## config.mk

```make
export PLATFORM = sky130hd
export DESIGN_NAME = sysid_delay_cnt
export DESIGN_NICKNAME = d
export VERILOG_FILES = /design/src/rtl/sysid_pkg.sv /design/src/rtl/sysid_delay_cnt.sv
export SDC_FILE = /design/constraint.sdc
export NUM_CORES = 1
export LEC_CHECK = 0
export CORE_AREA = 2 2 39 41
export DETAILED_ROUTE_END_ITERATION = 6
export DIE_AREA = 0 0 41 43
export PLACE_DENSITY = 0.66
export SKIP_LAST_GASP = 1
export SLEW_MARGIN = 15
export SYNTH_ARGS = -nofsm -noshare
export SYNTH_HDL_FRONTEND = slang
export SYNTH_SLANG_ARGS = --single-unit
```

## constraint.sdc

```tcl
create_clock -name clock -period 2 [get_ports clock]
set_clock_uncertainty 0.05 [all_clocks]
set_input_delay 0.5 -clock clock [delete_from_list [all_inputs] [get_ports clock]]
set_output_delay 0.5 -clock clock [all_outputs]
set_load 0.03 [all_outputs]
```

## src/rtl/sysid_pkg.sv

```systemverilog
// rtl/sysid_pkg.sv - shared types and constants for the system-ID boot checker
package sysid_pkg;

    typedef enum logic [2:0] {
        IDLE,
        RD_ID,
        WAIT_ID,
        RD_TS,
        WAIT_TS,
        CHECK,
        GAP,
        DONE
    } sysid_chk_state_t;

    localparam logic SYSID_ADDR_ID = 1'b0;
    localparam logic SYSID_ADDR_TS = 1'b1;

    localparam int SYSID_ATT_W = 4;
    localparam int SYSID_CNT_W = 8;

    function automatic logic [SYSID_ATT_W-1:0] sysid_sat_inc(input logic [SYSID_ATT_W-1:0] v);
        return (v == '1) ? v : v + SYSID_ATT_W'(1);
    endfunction

endpackage

```

## src/rtl/sysid_delay_cnt.sv

```systemverilog
// rtl/sysid_delay_cnt.sv - loadable down-counter with zero flag for read latency and retry gap
module sysid_delay_cnt
    import sysid_pkg::*;
#(
    parameter int W = SYSID_CNT_W
) (
    input  logic         clock,
    input  logic         reset_n,
    input  logic         load,
    input  logic [W-1:0] load_value,
    input  logic         dec,
    output logic         zero
);

    logic [W-1:0] count;

    always_ff @(posedge clock or negedge reset_n) begin
        if (!reset_n) begin
            count <= '0;
        end else if (load) begin
            count <= load_value;
        end else if (dec && (count != '0)) begin
            count <= count - W'(1);
        end
    end

    assign zero = (count == '0);

endmodule

```

==> results.txt, run 1 <==
Run status -> finished with violations
Failing checks -> negative setup slack
WHS -> 488 ps
R2r setup slk -> 160 ps
Synthesized area -> 528 um^2
Final Cycle Share -> 103%
Crit path buf inv count -> 2
Top reg by flops -> count
Max incr delay on CP -> 390 ps
WS Path Type -> flop to output pin
Slew @ Worst Pin -> 569 ps
Crit start category -> flop
Max-Cap Viols -> 0
Clock tree buffer depth -> 2
Leading post-synthesis cells by cell area -> dfrtp_1 38%, ha_1 4.7%, nor3b_1 4.3%
GP Congestion -> 0.796
Average cell area after synthesis -> 9.10 um^2
Final Hold Fails -> 0
Global-route wire length before repair -> 2390 um
Most frequent cell after synthesis -> dfrtp_1
Vias post-DR -> 588
Required @ worst endpoint -> 1450 ps
Leading cell types by count after synthesis -> 8 x dfrtp_1, 5 x nor2_1
Routed wire per std cell -> 13.9 um
Syn_nets -> 72
Crit end category -> output pin
Yosys top cell area share -> 37.9%
Die area -> 1760 um^2
Crit-path max FO -> 2
Hold-fix buffer count after cts -> 0
Leak Pwr -> 0.351 nW
Grt ovf -> 0
Vias in the first global route -> 537
Placed inst area -> 749 um^2
Clock transition at path regs -> 60 ps
Clock latency on the worst-skew pair -> 250 ps
Dpl ws -> -152 ps
CORE AREA -> 1380 um^2
Drt total wl -> 1470 um
Worst Reg-to-Reg Cells -> 5
Power Density -> 580 nW/um^2
WP depth -> 5
Post-DRT Antenna Nets -> 0
Setup ws final -> -58.9 ps
Share of layout cells above drive strength 1 -> 33.3%
Largest register FFs -> 8
Port Buffer Count -> 12
Yosys top cell by area -> dfrtp_1
Hold Path Class -> input port to async pin
Post-Syn Instances -> 58
TritonCTS clock tree -> yes
CTS HTree Levels -> 1
Ports -> 13
Yosys cell types -> 31
Largest regs -> count (8)
FF-to-FF End -> count[7]$_DFFE_PN0P_
Design area -> 852 um^2
Chip height -> 43 um
DR iter-0 viols -> 13
Slew margin rel. -> 61.7%
Synth Warn # -> 0
Fraction of registers with async set or reset after synthesis -> 100%
EDFF count, synth -> 0
Syn-to-layout area delta -> 61.4%
DP Wirelength -> 1020 um
Diode count -> 0
Residual DRC -> 0
CP max-delay cell -> dfrtp_1
Peak VDD IR -> 309 uV
Fin crit period -> 2060 ps
Initial Util -> 38.2%
Critical path arrival -> 1510 ps
Drt first pass iters -> 4
Die X -> 41 um
Avg Vias per Cell -> 5.55
Largest net degree at the start of global routing -> 9
Post-synthesis sequential area ratio -> 37.9%
Crit path to -> zero
Fmax -> 486 MHz
Final max-slew violation count -> 0
GRT Total Usage -> 20.4%
Delay-heaviest family, CP -> simple AND/OR/NAND/NOR gates
Clock sinks -> 8
Initial antenna violation count -> 0
Post-layout util -> 61.6%
#FFs+latches synth -> 8
Unrepaired setup endpoints after global routing -> yes
Number of buffers created by CTS -> 3
Final setup vio count -> 1
Cell Rows -> 14
FF-to-FF Start -> count[1]$_DFFE_PN0P_
Setup crit start -> count[1]$_DFFE_PN0P_
Top FF cell, synth -> dfrtp_1
Worst-path cell chain -> inv_2 -> ha_4 -> or3b_4 -> nor2_4 -> buf_6
Fin nets -> 106
Clock root cell -> clkbuf_4
[final cells by class]
class | instances | area [um^2]
clock buffer | 3 | 22.5
fill | 128 | 532
sequential | 8 | 200
inverter | 3 | 11.3
tap | 16 | 20.0
timing repair buffer | 31 | 264
multi-input combinational | 45 | 334
[stage by stage]
stage | total power [mW] | instances | TNS (ps)
global route | 0.531 | 106 | -112
detailed placement | 0.336 | 96 | -357
finish | 0.494 | 106 | -58.9
CTS | 0.486 | 103 | -75.6
global placement | 0.333 | 96 | -268
floorplan | 0.262 | 58 | 0
[per-layer routing]
layer  up-vias  part of all wire, %  GRT usage [%]
met1       279                   49           29.0
met3         2                  3.2           3.14
met2        12                   47           27.8
met4         0                 0.88           12.0
met5         -                    0              0
li1        295                    -              -
[kinds of logic (layout without fill, tap and decap cells)]
| family | Yosys count | in the layout | share of synthesized area, % |
|---|---|---|---|
| AOI/OAI and AO/OA | 18 | 18 | 26.1 |
| adders and majority gates | 2 | 2 | 4.74 |
| buffers and inverters | 5 | 37 | 3.79 |
| DFF | 8 | 8 | 37.9 |
| and+or+nand+nor | 25 | 25 | 27.5 |
[power by group]
part	leakage, nW	internal [mW]	total [mW]	switching (mW)
Combinational	0.243	0.101	0.173	0.0724
Clock	0.0138	0.0687	0.124	0.0557
Sequential	0.0942	0.180	0.196	0.0166
[cells in the final DEF, fill, tap and decap left out, types with 3 or more instances in the layout]
cell / netlist / layout
a21oi_1: 3 / 3
clkbuf_4: 0 / 3
dfrtp_1: 8 / 8
nor3_1: 3 / 3
clkdlybuf4s50_1: 0 / 11
nor3b_1: 3 / 3
nor2_1: 5 / 4
buf_4: 0 / 19
[worst min path at each step]
stage	startpoint	endpoint	depth (start not counted)
5_1_grt	reset_n	count[6]$_DFFE_PN0P_	1
2_1_floorplan	reset_n	count[0]$_DFFE_PN0P_	0
6_report	reset_n	count[6]$_DFFE_PN0P_	1
3_5_place_dp	count[1]$_DFFE_PN0P_	count[1]$_DFFE_PN0P_	2
3_3_place_gp	count[4]$_DFFE_PN0P_	count[4]$_DFFE_PN0P_	2
4_1_cts	reset_n	count[6]$_DFFE_PN0P_	1
[timing repair]
action	CTS	global route
pin swaps	1	3
endpoints found under the setup margin	1	1
buffers inserted	4	3
hold endpoints to repair	0	0
cloned	0	0
gates resized for setup	8	0
Note: power is estimated with default switching activity, not from simulation.
==> run 2, diff against run 1 <==
==> constraint.sdc (replaced) <==
create_clock -name clock -period 2 [get_ports clock]
set_clock_uncertainty 0.05 [all_clocks]
set_input_delay 0.4 -clock clock [delete_from_list [all_inputs] [get_ports clock]]
set_output_delay 0.4 -clock clock [all_outputs]
set_load 0.03 [all_outputs]
==> run 2 against run 1 <==
  * The flow now finishes without violations
  * Largest power group unchanged
  * Wire length is 4.7% lower
  * Sequential share of layout area up 1.3 points
  * Flip-flop and latch count unchanged
  * First-iteration DRC count down 77%
  * Core utilization is 3.3 points lower
  * Critical path depth did not move
  * Largest cell class unchanged
  * Critical path type unchanged
  * Clock power rose by 6%
  * Clock-buffer cell count stayed put
  * Cell count down 5.7%
  * Critical endpoint unchanged
  * Sequential power barely moved
==> results.txt, run 2 (synthesis gave the netlist of run 1 again) <==
Fin nets -> 100 (-5.7%)
Vias in the first global route -> 550 (+2.4%)
Finished Layout Cells -> 100 (-5.7%)
Slew @ Worst Pin -> 579 ps (+9.71 ps)
Global-route wire length before repair -> 2320 um (-2.9%)
Fin crit period -> 1960 ps (-97.5 ps)
Initial antenna violation count -> 0 (unchanged)
Syn-to-layout area delta -> 52.8%
Crit end category -> output pin
Fillers -> 128 (unchanged)
Vias post-DR -> 564 (-4.1%)
Cell Rows -> 14 (unchanged)
Hold Path Class -> input port to async pin
GRT Total Usage -> 19.5% (-0.87 points)
Final Hold Fails -> 0 (unchanged)
Setup ws final -> 38.7 ps (+97.5 ps)
Critical path arrival -> 1510 ps (about the same)
DR iter-0 viols -> 3 (-10)
Largest regs -> count (8)
Initial Util -> 38.2% (unchanged)
Crit path to -> zero
Final Cycle Share -> 98.1% (-4.9 points)
Grt ovf -> 0 (unchanged)
Diode count -> 0 (unchanged)
Commonest cells after routing, fill and taps aside -> 13 x buf_4, 11 x clkdlybuf4s50_1, 8 x dfrtp_1
Dpl cells -> 94 (-2.1%)
CTS HTree Levels -> 1 (unchanged)
Final setup vio count -> 0 (-1)
Dpl ws -> -33.5 ps (+119 ps)
Commonest non-fill, non-tap cell in the layout -> buf_4
Crit-path max FO -> 2 (unchanged)
Clock root cell -> clkbuf_4
Crit start category -> flop
Clock tree buffer depth -> 2 (unchanged)
Number of buffers created by CTS -> 3 (unchanged)
Max-Cap Viols -> 0 (unchanged)
GP Congestion -> 0.804 (+1.0%)
Total Power -> 483 uW (-2.3%)
Setup crit start -> count[1]$_DFFE_PN0P_
Post-DRT Antenna Nets -> 0 (unchanged)
Required @ worst endpoint -> 1550 ps (+100 ps)
FF-to-FF Start -> count[3]$_DFFE_PN0P_
Die X -> 41 um (unchanged)
Clock sinks -> 8 (unchanged)
WHS -> 371 ps (-117 ps)
Post-layout util -> 58.3% (-3.3 points)
Setup TNS -> 0 ps (+58.9 ps)
Share of layout cells above drive strength 1 -> 28.6% (-4.8 points)
Avg Vias per Cell -> 5.64 (+1.7%)
Worst Reg-to-Reg Cells -> 3 (-2)
Largest net degree at the start of global routing -> 9 (unchanged)
Drt total wl -> 1400 um (-4.7%)
Top reg by flops -> count
Ports -> 13 (unchanged)
Power Density -> 598 nW/um^2 (+3.1%)
Run status -> finished clean
FF-to-FF End -> count[6]$_DFFE_PN0P_
Routed wire per std cell -> 14.0 um (+1.0%)
Placed inst area -> 734 um^2 (-2.0%)
Largest register FFs -> 8 (unchanged)
WS Path Type -> flop to output pin
Fmax -> 510 MHz (+5.0%)
Chip height -> 43 um (unchanged)
Design area -> 807 um^2 (-5.3%)
Clock latency on the worst-skew pair -> 260 ps (about the same)
DP Wirelength -> 1030 um (+0.83%)
Leak Pwr -> 0.321 nW (-8.4%)
Drt first pass iters -> 4 (unchanged)
R2r setup slk -> 220 ps (+60 ps)
Final max-slew violation count -> 0 (unchanged)
Unrepaired setup endpoints after global routing -> yes
Clock transition at path regs -> 60 ps (about the same)
Peak VDD IR -> 230 uV (-26%)
TritonCTS clock tree -> yes
Port Buffer Count -> 12 (unchanged)
Die area -> 1760 um^2 (unchanged)
Hold-fix buffer count after cts -> 0 (unchanged)
Residual DRC -> 0 (unchanged)
Slew margin rel. -> 61.0% (-0.65 points)
CORE AREA -> 1380 um^2 (unchanged)
## run 2: repair_timing
action / in CTS / in global routing
hold endpoints to repair: 0 / 0
endpoints found under the setup margin: 1 / 1
gates resized for setup: 4 / 4
buffers inserted: 3 / 0
pin swaps: 0 / 1
## run 2: final cells by class
| cell class | instances | area (um^2) | share of cell area (%) |
|---|---|---|---|
| multi-input cells | 45 | 334 | 41.4 |
| repair buffers | 25 | 219 | 27.1 |
| flip-flops and latches | 8 | 200 | 24.8 |
| clock buffers | 3 | 22.5 | 2.79 |
| well taps | 16 | 20.0 | 2.48 |
| inverters | 3 | 11.3 | 1.40 |
## run 2: worst min path at each step
stage                            to  slack [ps]                  from
3_5_place_dp   count[4]$_DFFE_PN0P_         520  count[4]$_DFFE_PN0P_
2_1_floorplan  count[0]$_DFFE_PN0P_          50               reset_n
5_1_grt        count[7]$_DFFE_PN0P_         400               reset_n
4_1_cts        count[6]$_DFFE_PN0P_         380               reset_n
3_3_place_gp   count[0]$_DFFE_PN0P_         530  count[0]$_DFFE_PN0P_
6_report       count[7]$_DFFE_PN0P_         370               reset_n
## run 2: worst max-delay path, stage by stage (launching register included)
cell,delay (ps)
dfrtp_1,390
inv_2,80
ha_4,120
or3b_4,390
nor2_4,130
buf_6,130
## run 2: power by group
| part | total, mW | leakage, nW | switching, mW | internal, mW |
|---|---|---|---|---|
| Sequential | 0.196 | 0.0942 | 0.0164 | 0.180 |
| Combinational | 0.154 | 0.213 | 0.0686 | 0.0858 |
| Clock | 0.132 | 0.0138 | 0.0629 | 0.0692 |
## run 2: routing by layer
| layer | global-route usage [%] | wire length, um | vias up |
|---|---|---|---|
| met5 | 0 | 0 | - |
| met4 | 12.0 | 14 | 0 |
| met3 | 3.14 | 51 | 2 |
| met2 | 28.4 | 673 | 10 |
| met1 | 25.6 | 663 | 266 |
| li1 | - | - | 286 |
